<file path="config.mk">
export PLATFORM = sky130hd
export DESIGN_NAME = simple_run_sequencer
export DESIGN_NICKNAME = d
export VERILOG_FILES = /design/src/rtl/simple_pkg.sv /design/src/rtl/simple_edge_rise.sv /design/src/rtl/simple_run_sequencer.sv
export SDC_FILE = /design/constraint.sdc
export NUM_CORES = 1
export LEC_CHECK = 0
export BUFFER_PORTS_ARGS = -buffer_cell sky130_fd_sc_hd__buf_2
export CELL_PAD_IN_SITES_DETAIL_PLACEMENT = 1
export CELL_PAD_IN_SITES_GLOBAL_PLACEMENT = 1
export CORE_MARGIN = 10
export CORE_UTILIZATION = 35
export DETAILED_ROUTE_END_ITERATION = 10
export GPL_ROUTABILITY_DRIVEN = 0
export PLACE_DENSITY = 0.93
export SLEW_MARGIN = 5
export SYNTH_ARGS = -nofsm -noshare
export SYNTH_HDL_FRONTEND = slang
export SYNTH_HIERARCHICAL = 1
export SYNTH_SLANG_ARGS = --single-unit
</file>
<file path="constraint.sdc">
create_clock -name clk -period 3.2 [get_ports clk]
set_input_delay 0.64 -clock clk [delete_from_list [all_inputs] [get_ports clk]]
set_output_delay 0.64 -clock clk [all_outputs]
set_load 0.05 [all_outputs]
</file>
<file path="src/rtl/simple_pkg.sv">
// Shared definitions for the SIMPLE 16-bit datapath control slice.
// The phase encoding is visible on the sequencer's phase output:
// 0 = IDLE, 1..5 = P1..P5.
package simple_pkg;

  localparam int unsigned PHASE_W = 3;

  typedef enum logic [PHASE_W-1:0] {
    PH_IDLE = 3'd0,
    PH_P1   = 3'd1,
    PH_P2   = 3'd2,
    PH_P3   = 3'd3,
    PH_P4   = 3'd4,
    PH_P5   = 3'd5
  } phase_t;

endpackage

</file>
<file path="src/rtl/simple_edge_rise.sv">
// Single-bit rising-edge detector. Produces one pulse per low-to-high
// transition, so holding a button high yields exactly one event.
module simple_edge_rise (
  input  logic clk,
  input  logic rst,
  input  logic in,
  output logic evt
);

  logic in_q;

  // Remember the previous level of the input
  always_ff @(posedge clk) begin
    if (rst) in_q <= 1'b0;
    else     in_q <= in;
  end

  assign evt = in & ~in_q;

endmodule

</file>
<file path="src/rtl/simple_run_sequencer.sv">
// Run-control and phase sequencer for the SIMPLE datapath.
// Steps P1..P5 per instruction and handles run/stop, single-step, HLT
// and bounded memory-wait stalls in P4.
// Optional feature: define SEQ_INSTR_COUNT_EN to build the retired-
// instruction counter; otherwise instr_cnt is tied to zero.
module simple_run_sequencer
  import simple_pkg::*;
#(
  parameter int unsigned CNT_W      = 16,
  parameter int unsigned WAIT_LIMIT = 8
) (
  input  logic             clk,
  input  logic             rst,
  input  logic             exec,
  input  logic             step,
  input  logic             halt_i,
  input  logic             mem_wait,
  output logic [2:0]       phase,
  output logic [4:0]       ph_oh,
  output logic             ir_e,
  output logic             pc_e,
  output logic             running,
  output logic             halted,
  output logic             wait_tmo,
  output logic [CNT_W-1:0] instr_cnt
);

  localparam int unsigned WCW = (WAIT_LIMIT > 1) ? $clog2(WAIT_LIMIT) : 1;
  localparam logic [WCW-1:0] WAIT_LAST = WCW'(WAIT_LIMIT - 1);

  logic exec_evt, step_evt;

  phase_t         phase_q, phase_d;
  logic           running_q, running_d;
  logic           halted_q, halted_d;
  logic           wait_tmo_q, wait_tmo_d;
  logic           stop_req_q, stop_req_d;
  logic           step_mode_q, step_mode_d;
  logic           hlt_seen_q, hlt_seen_d;
  logic [WCW-1:0] wait_ctr_q, wait_ctr_d;

  simple_edge_rise u_exec_edge (
    .clk (clk),
    .rst (rst),
    .in  (exec),
    .evt (exec_evt)
  );

  simple_edge_rise u_step_edge (
    .clk (clk),
    .rst (rst),
    .in  (step),
    .evt (step_evt)
  );

  // Sequencer state register
  always_ff @(posedge clk) begin
    if (rst) begin
      phase_q     <= PH_IDLE;
      running_q   <= 1'b0;
      halted_q    <= 1'b0;
      wait_tmo_q  <= 1'b0;
      stop_req_q  <= 1'b0;
      step_mode_q <= 1'b0;
      hlt_seen_q  <= 1'b0;
      wait_ctr_q  <= '0;
    end else begin
      phase_q     <= phase_d;
      running_q   <= running_d;
      halted_q    <= halted_d;
      wait_tmo_q  <= wait_tmo_d;
      stop_req_q  <= stop_req_d;
      step_mode_q <= step_mode_d;
      hlt_seen_q  <= hlt_seen_d;
      wait_ctr_q  <= wait_ctr_d;
    end
  end

  // Next-phase and run-control flag logic
  always_comb begin
    phase_d     = phase_q;
    running_d   = running_q;
    halted_d    = halted_q;
    wait_tmo_d  = wait_tmo_q;
    stop_req_d  = stop_req_q;
    step_mode_d = step_mode_q;
    hlt_seen_d  = hlt_seen_q;
    wait_ctr_d  = wait_ctr_q;

    if (phase_q != PH_IDLE && exec_evt) stop_req_d = 1'b1;

    case (phase_q)
      PH_IDLE: begin
        if (exec_evt) begin
          phase_d     = PH_P1;
          running_d   = 1'b1;
          step_mode_d = 1'b0;
          halted_d    = 1'b0;
          wait_tmo_d  = 1'b0;
          stop_req_d  = 1'b0;
        end else if (step_evt) begin
          phase_d     = PH_P1;
          running_d   = 1'b1;
          step_mode_d = 1'b1;
          halted_d    = 1'b0;
          stop_req_d  = 1'b0;
        end
      end
      PH_P1: phase_d = PH_P2;
      PH_P2: begin
        phase_d = PH_P3;
        if (halt_i) hlt_seen_d = 1'b1;
      end
      PH_P3: phase_d = PH_P4;
      PH_P4: begin
        if (!mem_wait) begin
          phase_d    = PH_P5;
          wait_ctr_d = '0;
        end else if (wait_ctr_q == WAIT_LAST) begin
          phase_d    = PH_P5;
          wait_tmo_d = 1'b1;
          wait_ctr_d = '0;
        end else begin
          wait_ctr_d = wait_ctr_q + WCW'(1);
        end
      end
      PH_P5: begin
        // An exec press during P5 itself still stops at this boundary.
        if (stop_req_q || exec_evt || step_mode_q || hlt_seen_q) begin
          phase_d    = PH_IDLE;
          running_d  = 1'b0;
          stop_req_d = 1'b0;
          halted_d   = hlt_seen_q;
        end else begin
          phase_d = PH_P1;
        end
        hlt_seen_d = 1'b0;
      end
      default: phase_d = PH_IDLE;
    endcase
  end

  // Per-phase strobes decoded from the registered phase
  always_comb begin
    ph_oh = '0;
    case (phase_q)
      PH_P1:   ph_oh = 5'b00001;
      PH_P2:   ph_oh = 5'b00010;
      PH_P3:   ph_oh = 5'b00100;
      PH_P4:   ph_oh = 5'b01000;
      PH_P5:   ph_oh = 5'b10000;
      default: ph_oh = '0;
    endcase
  end

  assign phase    = phase_q;
  assign ir_e     = (phase_q == PH_P1);
  assign pc_e     = (phase_q == PH_P5) && !hlt_seen_q;
  assign running  = running_q;
  assign halted   = halted_q;
  assign wait_tmo = wait_tmo_q;

`ifdef SEQ_INSTR_COUNT_EN
  logic [CNT_W-1:0] cnt_q;

  // Count retiring instructions; P5 lasts one cycle so pc_e marks its exit
  always_ff @(posedge clk) begin
    if (rst)       cnt_q <= '0;
    else if (pc_e) cnt_q <= cnt_q + CNT_W'(1);
  end

  assign instr_cnt = cnt_q;
`else
  assign instr_cnt = '0;
`endif

endmodule

</file>
; Word-level counts from Yosys, hierarchy flattened
; Cells that the tools add are included.
; W data, S select, Z words.
[word_totals]
reg_bits = 14
inputBits = 6
[op_classes]
add_sub_neg = 1
n_eq_ne = 13
n_mux = 29
bitwise = 4
reduce_logical = 17
[op_table]
columns = operator, n
row1 = $pmux W5 S5, 1
row2 = $mux W3, 6
row3 = $pmux W3 S6, 1
row4 = $mux W1, 16
row5 = $ne A2 B2 Y1 const B, 5
row6 = $pmux W1 S2, 5
row7 = $eq A3 B3 Y1 const B, 3
row8 = $reduce_bool A2 Y1, 4
row9 = $eq A3 B2 Y1 const B, 2
row10 = $ne A3 B3 Y1 const B, 2
row11 = $reduce_and A2 Y1, 3
row12 = $reduce_and A4 Y1, 1
row13 = $add A3 B1 Y3 const B, 1
row14 = $eq A3 B1 Y1 const B, 1
row15 = $logic_not A3 Y1, 1
row16 = $logic_or A1 B1 Y1, 3
row17 = $reduce_and A3 Y1, 1
row18 = $reduce_bool A3 Y1, 1
row19 = $and A1 B1 Y1, 2
row20 = $logic_and A1 B1 Y1, 2
row21 = $not A1 Y1, 2
row22 = $logic_not A1 Y1, 1

; Depth between registers and ports, before layout
; Gate-level depths: netlist of run 1.
[logic_depth]
word_depth = 7
depth_mapped = 5
depth_no_buf = 5

; Hierarchy
; Netlist of run 1, hierarchy kept.
[by_module_without_submodules]
columns = mod, n_inst, cells_per_inst, area_per_inst_um2
row1 = simple_run_sequencer, 1, 86, 696.9
row2 = simple_edge_rise, 2, 3, 47.5

; Worst setup path after synthesis of run 1
; Ideal clock, no wire load.
[synth_timing]
kind = register to output
startpoint = reg phase_q[0], in the netlist phase[0]
endpoint = out ph_oh[0]
t_arrival_ns = 2.572
path_slack_ns = -0.012
path_stages_with_launch = 4
n_path_buf = 2
path_cell_list = dfxtp_1 clkbuf_1 nor3b_1 buf_4
[synth_between]
elab_chain_cells = 2
elab_cells_between_ends = 6
[synth_rtl]
columns = item, line_no
row1 = from (decl), simple_run_sequencer.sv:33  ; phase_t phase_q, phase_d;
row2 = from (signal assigned), simple_run_sequencer.sv:68  ; phase_q <= phase_d;
row3 = $eq A3 B1 Y1, --
row4 = net ir_e, simple_run_sequencer.sv:20  ; output logic ir_e,
row5 = $pmux W5 S5, simple_run_sequencer.sv:146  ; case (phase_q)
row6 = to (decl), simple_run_sequencer.sv:19  ; output logic [4:0] ph_oh,
; The timed path passes the listed nets, and every way through them passes these cells.

; Worst setup path after layout of run 1
[layout_timing]
startpoint = reg phase_q[2], in the netlist phase[2]
endpoint = out ph_oh[3]
[layout_between]
elab_chain_cells = 2
elab_cells_between_ends = 6
[layout_rtl]
columns = item, line_no
row1 = $eq A3 B3 Y1 (tied with other cells), simple_run_sequencer.sv:146
row2 = $pmux W5 S5 *, simple_run_sequencer.sv:146
; Every way passes the cells marked *; elsewhere a longest branch is shown, timed or not.

==> impl_results.md, run 1 <==
- Status: finished clean
- CTS Root Cell: clkbuf_4
- Peak Freq: 0.407 GHz
- Place WS: 1.06 ns
- Detailed-route wire length per cell: 14.5 um
- Synth unique cells: 32
- # nets final: 116
- Slew margin rel.: 62.2%
- CP startpoint kind: flip-flop
- Int Pwr: 0.293 mW
- Critical Path Start: phase[2]
- Synth warn: 6
- Largest net degree at the start of global routing: 15
- Switch share: 41.4%
- DRT Pass-1 Iters: 4
- GRT overflow: 0
- Max Slew Vio Count: 0
- Period utilisation layout: 76.7%
- Max VDD drop: 0.178 mV
- Final hold viol count: 0
- Fill count: 287
- Post-route setup slack: 0.745 ns
- Max Cap Viol: 0
- Sequential cell area fraction in the yosys report: 35.4%
- Worst-Margin Slew: 0.562 ns
- Multi-input combinational cell area: 414 um2
- CP peak stage delay: 0.60 ns
- Clock power frac: 25.6%
- Longest Clk Path Bufs: 2
- Postcts setup bufs: 0
- Vias per std cell: 4.75
- Die Area: 4570 um2
- Slowest stage cell, crit path: dfxtp_1
- Worst skew pair latency: 0.28 ns
- Total global-route track usage: 8.42%
- Port Buffers: 18
- Crit. End Element: output pin
- Core ar.: 2190 um2
- Drt total wl: 1950 um
- Sequential share of power: 41.4%
- Clock Pin Slew Worst Setup and Hold Paths: 0.08 ns
- Die height: 67.6 um
- Final antenna-violating net count: 0
- Worst hold slack: 0.473 ns
- Post-CTS Hold Fix Bufs: 0
- Final setup TNS: 0 ns
- Fraction of registers with async set/reset: 0%
- Detailed-route via count: 641
- Row count: 17
- Worst path cell trace: or3b_1 > inv_1 > buf_2
- Synth Cell Area: 792 um2
- Number of synthesized register bits: 14
- HP Class: reg -> reg
- EDFF count, synth: 0
- Vias in the first global route: 666
- Post-DP HPWL: 1550 um
- FF/Latch Area: 280 um2
- Critical path class: reg -> out
- Remaining DRCs: 0
- Synth Instances: 92
- Worst EP required: 2.56 ns
- Arrival time of the worst setup path: 1.82 ns
- Final setup viols: 0
- Antenna diode count: 0
- I/O pins: 35
- CTS tree: done
- Post-Route Skew: 0.00527 ns
- Initial core utilization: 36.2%
- Leak Pwr: 0.421 nW
- Drt first-iter violations: 30
- Share of cells above drive strength 1: 26.2%
- Chip Width: 67.6 um
- R2r startpoint: phase[2]
- Area Growth Syn to Fin: 9.48%
- First-pass GRT wire length: 3040 um
- H-tree levels: 1
- Clk sinks: 14
- Pwr per Cell Area: 576 nW/um2
- Worst Path Max Fanout: 14
- Tmin final: 2.46 ns
- HP Start: wait_ctr_q[2]
- Most common flop cell mapped by yosys: dfxtp_1
- RSZ-0062 raised after global routing: no
- Post-CTS Resized: 0
- CTS buffer count: 3
- Combinational share of power: 33.1%
- Initial antenna violation count: 0
- Post-layout util: 39.6%
- Sw power: 0.207 mW
- Mean Syn Cell Area: 8.61 um2
==> logic make-up (layout without fill, tap and decap cells) <==
family                   count (synthesis)  count (layout)  synth area share, %
XOR/XNOR                                 1               1                 1.11
flip-flops                              14              14                 35.4
AO/OA/AOI/OAI                           18              18                 13.9
AND/OR/NAND/NOR                         31              31                 25.9
other                                    1              16                0.473
buffers and inverters                   25              25                 20.1
adder cells (fa/ha/maj)                  2               2                 3.16
==> cells in the final DEF, fill, tap and decap left out, types with 2 or more instances in the layout <==
cell and count:
a211oi_1 3, a21oi_1 7, a31oi_1 2, buf_2 18, clkbuf_4 3, conb_1 16, dfxtp_1 14, ha_1 2
inv_1 3, nand2_1 6, nor2_1 5, nor2b_4 4, nor3_1 2, o21ai_0 3
==> worst paths after layout <==
kind              depth (start not counted)       endpoint  slack (ns)
setup / recovery                          3       ph_oh[3]        0.74
hold / removal                            2  wait_ctr_q[2]        0.47
setup reg to reg                          4       wait_tmo        1.54
hold reg to reg                           2  wait_ctr_q[2]        0.47
==> synth_stat cells, types with 2 or more instances <==
cell type | instances | area (um2)
a211oi_1 | 3 | 22.5
a21oi_1 | 7 | 35.0
a31oi_1 | 2 | 12.5
buf_4 | 17 | 128
clkbuf_1 | 4 | 15.0
dfxtp_1 | 14 | 280
ha_1 | 2 | 25.0
inv_1 | 3 | 11.3
nand2_1 | 6 | 22.5
nor2_1 | 5 | 18.8
nor2b_4 | 4 | 55.1
nor3_1 | 2 | 10.0
nor3b_1 | 2 | 15.0
o21ai_0 | 3 | 15.0
==> state kept, by name, indices dropped and copies added, names as in the netlist <==
signal            flops
running               1
wait_tmo              1
stop_req_q            1
hlt_seen_q            1
u_exec_edge/in_q      1
wait_ctr_q            3
u_step_edge/in_q      1
step_mode_q           1
phase                 3
halted                1
==> worst max-delay path, delay by kind of cell (launching register included) <==
family / cells / cell delay, ns
buf+inv: 2 / 0.46
flops: 1 / 0.60
simple gates: 1 / 0.48
==> layout make-up <==
cell class	instances	share of cell area (%)
Clock buffer	4	4.18
Inverter	3	1.30
Multi-Input combinational cell	68	47.8
Sequential cell	14	32.3
Tap cell	28	4.04
Timing Repair Buffer	18	10.4
==> metrics by stage <==
stage	cell area, um2	cells	power [mW]
6_report	867	135	0.499
5_1_grt	867	135	0.526
4_1_cts	867	135	0.505
3_5_place_dp	831	131	0.375
3_3_place_gp	831	131	0.370
2_1_floorplan	853	107	0.362
==> metal layers <==
| metal | vias up | share of wire, % | wire length (um) | global-route usage [%] |
|---|---|---|---|---|
| li1 | 312 | - | - | - |
| met1 | 307 | 41 | 801 | 8.96 |
| met2 | 20 | 49 | 961 | 14.6 |
| met3 | 2 | 8.8 | 172 | 3.47 |
| met4 | 0 | 0.72 | 14 | 3.08 |
| met5 | - | 0 | 0 | 0 |
==> power by group through the flow <==
stage / clock (mW) / sequential, mW / combinational, mW
after floorplan: 0 / 0.221 / 0.142
after global placement: 0 / 0.208 / 0.163
after detailed placement: 0 / 0.210 / 0.165
after CTS: 0.133 / 0.206 / 0.166
after global routing: 0.141 / 0.209 / 0.176
final: 0.128 / 0.207 / 0.165
(Power assumes the default switching activity.)
==> run 2: changes to the inputs <==
Settings changed: CORE_UTILIZATION 35 to 29, PLACE_DENSITY 0.93 to 0.83.
Clock period 3.2 ns to 2.2 ns, I/O delays scaled along.
==> impl_results.md, run 2 (same netlist as run 1, synthesis figures left out) <==
- Pwr per Cell Area: 784 nW/um2 (was 576 nW/um2)
- Core ar.: 2540 um2 (was 2190 um2)
- GRT overflow: 0 (unchanged)
- Max Cap Viol: 0 (unchanged)
- Clk sinks: 14 (unchanged)
- FF-to-FF setup slack: 0.73 ns (was 1.54 ns)
- Period utilisation layout: 93.4%
- Worst Path Max Fanout: 12 (was 14)
- Detailed-route via count: 635 (was 641)
- R2r startpoint: phase[0] (was phase[2])
- Post-route setup slack: 0.146 ns (was 0.745 ns)
- Max VDD drop: 0.277 mV (was 0.178 mV)
- HP Start: exec (was wait_ctr_q[2])
- RSZ-0062 raised after global routing: no (unchanged)
- Initial core utilization: 31.1% (was 36.2%)
- Final antenna-violating net count: 0 (unchanged)
- Status: finished clean (unchanged)
- # nets final: 117 (was 116)
- Critical path class: reg -> out (unchanged)
- Final Power: 0.686 mW (was 0.499 mW)
- Initial antenna violation count: 0 (unchanged)
- Post-layout util: 34.4% (was 39.6%)
- Row count: 18 (was 17)
- Post-Route Skew: 0.00115 ns (was 0.00527 ns)
- Final setup TNS: 0 ns (unchanged)
- Clock Pin Slew Worst Setup and Hold Paths: 0.08 ns (about the same)
- Detailed-route wire length per cell: 14.6 um (was 14.5 um)
- I/O pins: 35 (unchanged)
- Antenna diode count: 0 (unchanged)
- Final hold viol count: 0 (unchanged)
- Vias per std cell: 4.64 (was 4.75)
- Worst Hold Path EP: u_exec_edge/in_q (was wait_ctr_q[2])
- Drt first-iter violations: 34 (was 30)
- Share of cells above drive strength 1: 29.0% (was 26.2%)
- DRT Pass-1 Iters: 4 (unchanged)
- Busiest grt layer: met2 (unchanged)
- Most frequent cells in the layout: 17 x buf_2, 16 x conb_1, 14 x dfxtp_1 (was 18 x buf_2, 16 x conb_1, 14 x dfxtp_1)
- Crit. End Element: output pin (unchanged)
- Worst EP required: 1.76 ns (was 2.56 ns)
- Arrival time of the worst setup path: 1.61 ns (was 1.82 ns)
- Vias in the first global route: 693 (was 666)
- Port Buffers: 18 (unchanged)
- CP startpoint kind: flip-flop (unchanged)
- Longest Clk Path Bufs: 2 (unchanged)
- Final setup viols: 0 (unchanged)
- Peak Freq: 0.487 GHz
- Largest net degree at the start of global routing: 15 (unchanged)
- Buf/Inv on CP: 2 (unchanged)
- Tmin final: 2.05 ns
- Worst skew pair latency: 0.28 ns (about the same)
- Area Growth Syn to Fin: 10.6% (was 9.48%)
- Remaining DRCs: 0 (unchanged)
- Die height: 72.3 um (was 67.6 um)
- CP peak stage delay: 0.47 ns (was 0.60 ns)
- Worst r2r path cells: 3 (was 4)
- Leak Pwr: 0.424 nW (was 0.421 nW)
- CTS tree: done (unchanged)
- CP top delay family: simple AND/OR/NAND/NOR gates (was flip-flops)
- Met1 Use GR: 9.34% (was 8.96%)
- CTS Root Cell: clkbuf_4 (unchanged)
- GRT met2 Usage: 11.8% (was 14.6%)
- Reg2Reg Capture Point: wait_ctr_q[0] (was wait_tmo)
- HP Class: in -> reg (was reg -> reg)
- Chip Width: 72.3 um (was 67.6 um)
- Die Area: 5220 um2 (was 4570 um2)
- Place WS: 0.384 ns (was 1.06 ns)
- Met3 usage: 3.13% (was 3.47%)
- Worst path cell trace: or3b_4 > inv_1 > clkbuf_4 (was or3b_1 > inv_1 > buf_2)
- CTS buffer count: 3 (unchanged)
- Post-DP HPWL: 1590 um (was 1550 um)
- Hold path cells: 2 (unchanged)
- Commonest non-fill, non-tap cell in the layout: buf_2 (unchanged)
- Total global-route track usage: 7.97% (was 8.42%)
- Max Slew Vio Count: 0 (unchanged)
- First-pass GRT wire length: 3340 um (was 3040 um)
- Slowest stage cell, crit path: or3b_4 (was dfxtp_1)
- Drt total wl: 2000 um (was 1950 um)
- H-tree levels: 1 (unchanged)
-- run 2: changes by cell type in the layout (fill, tap and decap cells not counted) --
cell      previous run  this run
clkbuf_8             1         0
nor3b_1              1         0
buf_2               18        17
clkbuf_4             3         4
or3b_1               1         0
nor2_2               0         1
or3b_4               0         1
nor3b_2              1         2
nor2_1               5         4
buf_4                0         1
-- run 2: worst max path at each step --
stage                     slack [ns]  cells after the start     start        to
final                           0.15                      3  phase[0]  ph_oh[3]
after global routing            0.05                      3  phase[1]  ph_oh[3]
after CTS                       0.06                      3  phase[1]  ph_oh[3]
after detailed placement        0.38                      3  phase[0]  ph_oh[3]
after global placement          0.47                      3  phase[1]  ph_oh[3]
after floorplan                -0.28                      3  phase[0]  ph_oh[0]
-- run 2: repair_timing --
| item | CTS | global route |
|---|---|---|
| setup buffers | 0 | 0 |
| gates resized for setup | 0 | 2 |
| endpoints found under the setup margin | 0 | 1 |
| hold buffers | 0 | 0 |
-- run 2: area by class of cell --
cell class / count / area, um2
sequential: 14 / 280
clock buffer: 3 / 22.5
fill: 323 / 1670
inverter: 3 / 11.3
tap: 30 / 37.5
multi-input combinational: 68 / 424
timing repair buffer: 19 / 100
-- run 2: power by group --
part           internal [mW]  leakage [nW]  total, mW  switching (mW)
registers              0.271         0.115      0.299          0.0276
logic                 0.0570         0.296      0.246           0.189
clock network         0.0635        0.0138      0.142          0.0781
-- run 2: through the flow --
step | hold WS, ns | std cells | area (um2)
3_3_place_gp | 0.456 | 134 | 848
6_report | 0.390 | 137 | 876
3_5_place_dp | 0.475 | 134 | 848
2_1_floorplan | 0.436 | 107 | 861
4_1_cts | 0.379 | 137 | 871
5_1_grt | 0.385 | 137 | 876
-- run 2: layer usage --
layer  up-vias  share of wire [%]
li1        313                  -
met1       293                 42
met2        25                 46
met3         4                9.0
met4         0                2.2
met5         -                  0
